**config.mk**
```make
export PLATFORM = sky130hd
export DESIGN_NAME = fetch_queue
export DESIGN_NICKNAME = d
export VERILOG_FILES = /design/src/rtl/fetch_queue.sv
export SDC_FILE = /design/constraint.sdc
export NUM_CORES = 1
export LEC_CHECK = 0
export BUFFER_PORTS_ARGS = -buffer_cell sky130_fd_sc_hd__buf_2
export CAP_MARGIN = 20
export CORE_UTILIZATION = 58
export CTS_BUF_LIST = sky130_fd_sc_hd__clkbuf_4 sky130_fd_sc_hd__clkbuf_8 sky130_fd_sc_hd__clkbuf_16
export DETAILED_ROUTE_END_ITERATION = 10
export GPL_ROUTABILITY_DRIVEN = 0
export PLACE_DENSITY = 0.8
export SYNTH_ARGS = -nofsm -noshare
export SYNTH_HDL_FRONTEND = slang
export SYNTH_SLANG_ARGS = --single-unit
export TNS_END_PERCENT = 20
```
**constraint.sdc**
```tcl
create_clock -name clk_i -period 8.65 [get_ports clk_i]
set_input_delay 0.865 -clock clk_i [delete_from_list [all_inputs] [get_ports clk_i]]
set_output_delay 0.865 -clock clk_i [all_outputs]
set_load 0.01 [all_outputs]
```
**src/rtl/fetch_queue.sv**
```systemverilog
// Instruction fetch queue: issues word-aligned reads under a credit limit, buffers
// in-order responses in a DEPTH-entry ring, and discards responses that belong to
// requests issued before a redirect.
module fetch_queue #(
   parameter int unsigned       ADDR_W   = 32,
   parameter int unsigned       INSTR_W  = 32,
   parameter int unsigned       DEPTH    = 4,
   parameter logic [ADDR_W-1:0] RESET_PC = 32'h0040_0000
) (
   input  logic               clk_i,
   input  logic               rst_i,
   input  logic               redirect_valid_i,
   input  logic [ADDR_W-1:0]  redirect_pc_i,
   output logic               mem_req_valid_o,
   output logic [ADDR_W-1:0]  mem_req_addr_o,
   input  logic               mem_req_ready_i,
   input  logic               mem_resp_valid_i,
   input  logic [INSTR_W-1:0] mem_resp_data_i,
   output logic               out_valid_o,
   output logic [INSTR_W-1:0] out_instr_o,
   output logic [ADDR_W-1:0]  out_pc_plus_4_o,
   input  logic               out_ready_i
);

   localparam int unsigned PtrW = $clog2(DEPTH);
   localparam int unsigned CntW = $clog2(DEPTH) + 1;

   typedef logic [CntW-1:0] cnt_t;
   typedef logic [PtrW-1:0] ptr_t;

   // Architectural state
   logic [ADDR_W-1:0]  fetch_pc_q, fetch_pc_d;
   // Address of the request whose response is the next one to be kept
   logic [ADDR_W-1:0]  resp_pc_q, resp_pc_d;
   cnt_t               occ_q, occ_d;
   cnt_t               outst_q, outst_d;
   cnt_t               drop_q, drop_d;
   ptr_t               head_q, head_d;
   ptr_t               tail_q, tail_d;

   // Entry storage (data path only, no reset needed)
   logic [INSTR_W-1:0] instr_q [DEPTH];
   logic [ADDR_W-1:0]  pc4_q   [DEPTH];

   logic [CntW:0]      inflight;
   logic               credit_ok;
   logic               req_fire;
   logic               resp_acc;
   logic               resp_drop;
   logic               push;
   logic               pop;
   logic [ADDR_W-1:0]  redirect_aligned;

   assign redirect_aligned = {redirect_pc_i[ADDR_W-1:2], 2'b00};
   assign inflight         = {1'b0, occ_q} + {1'b0, outst_q};
   assign credit_ok        = inflight < (CntW+1)'(DEPTH);

   // Request side and handshake decode; reset gate keeps the request low while held in reset
   always_comb begin
      mem_req_valid_o = ~rst_i & ~redirect_valid_i & credit_ok;
      mem_req_addr_o  = {fetch_pc_q[ADDR_W-1:2], 2'b00};
      req_fire        = mem_req_valid_o & mem_req_ready_i;
      // A response with nothing outstanding is a protocol error and is ignored
      resp_acc        = mem_resp_valid_i & (outst_q != '0);
      resp_drop       = resp_acc & (redirect_valid_i | (drop_q != '0));
      push            = resp_acc & ~resp_drop;
      out_valid_o     = (occ_q != '0);
      pop             = out_valid_o & out_ready_i & ~redirect_valid_i;
      out_instr_o     = instr_q[head_q];
      out_pc_plus_4_o = pc4_q[head_q];
   end

   // Next-state for counters, pointers and addresses
   always_comb begin
      outst_d    = outst_q + cnt_t'(req_fire) - cnt_t'(resp_acc);
      drop_d     = drop_q;
      occ_d      = occ_q;
      head_d     = head_q;
      tail_d     = tail_q;
      fetch_pc_d = fetch_pc_q;
      resp_pc_d  = resp_pc_q;
      if (redirect_valid_i) begin
         // Everything still in flight after this cycle predates the redirect
         drop_d     = outst_q - cnt_t'(resp_acc);
         occ_d      = '0;
         head_d     = '0;
         tail_d     = '0;
         fetch_pc_d = redirect_aligned;
         resp_pc_d  = redirect_aligned;
      end else begin
         if (resp_drop) begin
            drop_d = drop_q - cnt_t'(1);
         end
         occ_d  = occ_q + cnt_t'(push) - cnt_t'(pop);
         head_d = head_q + ptr_t'(pop);
         tail_d = tail_q + ptr_t'(push);
         if (req_fire) begin
            fetch_pc_d = fetch_pc_q + ADDR_W'(4);
         end
         if (push) begin
            resp_pc_d = resp_pc_q + ADDR_W'(4);
         end
      end
   end

   // Control state register with asynchronous reset
   always_ff @(posedge clk_i or posedge rst_i) begin
      if (rst_i) begin
         fetch_pc_q <= RESET_PC;
         resp_pc_q  <= RESET_PC;
         occ_q      <= '0;
         outst_q    <= '0;
         drop_q     <= '0;
         head_q     <= '0;
         tail_q     <= '0;
      end else begin
         fetch_pc_q <= fetch_pc_d;
         resp_pc_q  <= resp_pc_d;
         occ_q      <= occ_d;
         outst_q    <= outst_d;
         drop_q     <= drop_d;
         head_q     <= head_d;
         tail_q     <= tail_d;
      end
   end

   // Tail entry write for kept responses
   always_ff @(posedge clk_i) begin
      if (push) begin
         instr_q[tail_q] <= mem_resp_data_i;
         pc4_q[tail_q]   <= resp_pc_q + ADDR_W'(4);
      end
   end

endmodule
```
==> metrics list <==
- Clock tree root driver cell: sky130_fd_sc_hd__clkbuf_16
- IR analysis of the VDD net gives a maximum drop of 0.149 mV.
- Sum of net half-perimeters after detailed placement: 15,800 um
- In the layout the commonest cells are sky130_fd_sc_hd__edfxtp_1, sky130_fd_sc_hd__buf_2, sky130_fd_sc_hd__nand2_1, sky130_fd_sc_hd__dfrtp_1, sky130_fd_sc_hd__mux4_2.
- The synthesized netlist occupies a cell area of 0.0136 mm2.
* Achievable clock frequency: 0.227 GHz
- In the synthesized netlist the dominant register cell turns out to be sky130_fd_sc_hd__edfxtp_1.
- For the worst-skew pair, the clock arrives at the later sink with an insertion delay of 0.51 ns.
* Horizontal die dimension: 155 um
- Starting density of the core: 0.596
- Class of the most critical hold timing path: flip-flop to flip-flop
- First-iteration detailed-routing DRC count: 534
* Largest cells by area after synthesis: sky130_fd_sc_hd__edfxtp_1, sky130_fd_sc_hd__dfrtp_1, sky130_fd_sc_hd__mux4_2
* Final Max Slew Viols: 0
* Critical path type: input pin to flip-flop
- After the last flow step, the layout net total stands at 1,099.
- Synth area leader: sky130_fd_sc_hd__edfxtp_1
- R2R setup slack: 4.80 ns
* Register bit count reported by yosys: 321
* Total congestion overflow after global routing: 0
- Buffers inserted during clock tree synthesis total 34.
- Sum of negative setup slack: 0 ns
* Endpoint of the lowest-slack register-to-register path: outst_q[2]$_DFF_PP0_
- In the synthesized netlist the async set-or-reset flop fraction comes to 0.227.
* Worst max-slew margin expressed relative to the limit: 0.359
- Initial antenna violation count: 0
- Setup repair after global routing left no endpoint under its margin.
- WL final: 26,400 um
* Critical path endpoint category: flip-flop
* Worst slew pin tran: 0.961 ns
- Post-detailed-route count of antenna-violating nets: 0
- Reported leakage power: 0.00568 uW
- In this run the tool buffered the top-level ports with 161 buffer cells.
- Top fanout value on the critical path: 69
* Post-Synthesis Cells: 851
* Clk buf depth: 3
* Number of max-cap violations: 0
- The floorplan step defined a die boundary enclosing 0.0240 mm2.
- Setup violations remaining at the end of the flow were counted as 0.
* Pin count of the biggest net entering global routing: 74
* Final critical delay including setup and external delays: 4.41 ns
* Number of cells in the design after placement: 1,290
- Tot GR Track Use: 0.228
- For hold timing, the worst endpoint is fetch_pc_q[31]$_DFFE_PP0P_.
- Final Hold Vio Count: 0
* Total power per unit cell area: 247 mW/mm2
- Synthesis instantiated 52 different standard cells from the library.
* Fin Clk Skew: 0.0160 ns
- Number of synthesized flops with an enable pin: 248
* Post-route DRC violation count: 0
- Clock transition at the registers of the reported paths: 0.06 ns
- Cts hold-fix bufs: 0
* Diodes inserted: 0
* First-pass GRT wire length: 42,300 um
- CTS saw 321 sinks.
* Number of synthesis warnings: 0
- Vert. Die Dim: 155 um
- In the final routed layout, each cell accounts on average for 19.5 um.
* Post-Synthesis Mean Instance Area: 16.0 um2
- The initialized floorplan defines 55 standard-cell rows.
- Sort of element at the start of the critical path: input pin
- Synth top area share: 0.549
- Number of cells in the finished layout apart from fillers: 1,352
- Result of the run: finished clean
- Setup repair bufs after CTS: 0
* Number of global-route vias before repair: 7,991
- The region available for standard cell placement spans 0.0228 mm2.
* Total of cells resized after clock tree synthesis: 0
* Area Growth Syn to Fin: 16.4%
* Hold Crit Depth: 1
- The H-tree was split into 2 levels.
- Start point of the worst hold path: fetch_pc_q[31]$_DFFE_PP0P_
* Arrival @ worst endpoint: 4.78 ns
* Share of final-layout standard cells stronger than drive strength 1: 0.305
- The worst register-to-register path begins at outst_q[2]$_DFF_PP0_.
- For this run, the detailed router's first-pass iteration total came to 6.
* Boundary pin count: 168
* Number of vias after detailed routing: 7,881
- Number of cells on the worst reg-to-reg path: 11
- Detail-routed via count per cell: 5.83
- At the worst endpoint, the required time is 9.03 ns.
- Dividing the final minimum period by the clock period gives 0.510.
* TritonCTS clock tree: done
- Most common cell after layout, fill and taps aside: sky130_fd_sc_hd__edfxtp_1
- Register area share after synthesis: 0.683
cell usage after synthesis (all sizes together) (3+ instances only):
cell,n
o211ai,16
and4,3
nor4,7
nor2,29
xnor2,32
and3,11
o21ai,40
nand2,77
and2,4
nand3,45
nor2b,5
o31a,3
edfxtp,248
ha,14
inv,17
or3,3
xor2,36
a21oi,9
clkbuf,25
a31oi,4
o311ai,10
mux4,62
nor3,10
buf,23
dfrtp,71
mux2,3
nand4,28
worst max path at each step:
stage | startpoint | end | slack [ns] | cells after the start
after global routing | redirect_valid_i | outst_q[2]$_DFF_PP0_ | 3.99 | 12
after CTS | redirect_valid_i | outst_q[2]$_DFF_PP0_ | 4.29 | 12
after global placement | redirect_valid_i | outst_q[2]$_DFF_PP0_ | 3.81 | 12
after floorplan | mem_resp_valid_i | instr_q[1][0]$_DFFE_PP_ | 2.08 | 5
final | redirect_valid_i | outst_q[2]$_DFF_PP0_ | 4.24 | 12
after detailed placement | redirect_valid_i | outst_q[2]$_DFF_PP0_ | 3.78 | 12
per-layer routing:
| layer | up-vias | part of all wire | routed length [um] | track usage |
|---|---|---|---|---|
| li1 | 3600 | - | - | - |
| met1 | 3915 | 0.43 | 11400 | 0.321 |
| met2 | 321 | 0.47 | 12500 | 0.371 |
| met3 | 45 | 0.074 | 1960 | 0.0393 |
| met4 | 0 | 0.020 | 518 | 0.0646 |
| met5 | - | 0 | 0 | 0 |
cells by family after synthesis:
group                    Yosys count  synth area share
buffers and inverters             65            0.0213
AO/OA/AOI/OAI                     88            0.0410
flip-flops                       321             0.683
XOR/XNOR                          68            0.0439
other                              1          0.000276
adder cells (fa/ha/maj)           16            0.0159
multiplexers                      65             0.105
AND/OR/NAND/NOR                  227            0.0891
registers in the layout, summed over array words and instances (netlist names):
name,count
occ_q,3
instr_q,128
head_q,2
resp_pc_q,30
pc4_q,120
fetch_pc_q,30
drop_q,3
tail_q,2
outst_q,3
through the flow:
stage / power, uW / worst slack, ns / utilization / instance area, um2 / hold slack (ns)
global route: 4070 / 3.99 / 0.694 / 15800 / 0.545
CTS: 3940 / 4.29 / 0.694 / 15800 / 0.534
global placement: 2460 / 3.81 / 0.644 / 14700 / 0.513
detailed placement: 2480 / 3.78 / 0.644 / 14700 / 0.524
finish: 3910 / 4.24 / 0.694 / 15800 / 0.535
floorplan: 2280 / 2.08 / - / 13600 / 0.505
critical path, cell delays in order:
cell and delay (ns):
sky130_fd_sc_hd__buf_2 0.09, sky130_fd_sc_hd__buf_4 0.31, sky130_fd_sc_hd__inv_1 0.79, sky130_fd_sc_hd__and4_1 0.83, sky130_fd_sc_hd__inv_1 0.55, sky130_fd_sc_hd__ha_1 0.42
sky130_fd_sc_hd__inv_1 0.06, sky130_fd_sc_hd__ha_1 0.14, sky130_fd_sc_hd__inv_1 0.05, sky130_fd_sc_hd__fa_1 0.37, sky130_fd_sc_hd__xnor2_1 0.15, sky130_fd_sc_hd__xnor2_1 0.13
where the power goes:
part | internal [uW] | total [uW] | switching (uW) | leakage (uW)
clock | 891 | 1460 | 568 | 0.000562
combinational | 264 | 574 | 310 | 0.00200
sequential | 1770 | 1870 | 102 | 0.00312
total | 2930 | 3910 | 980 | 0.00568
area by class of cell:
type | instances | area [um2]
inverters | 17 | 63.8
clock buffers | 43 | 977
clock inverters | 19 | 171
fillers | 1525 | 6970
flip-flops and latches | 321 | 9280
multi-input cells | 468 | 4040
well taps | 313 | 392
repair buffers | 171 | 881
(Power assumes the default switching activity.)
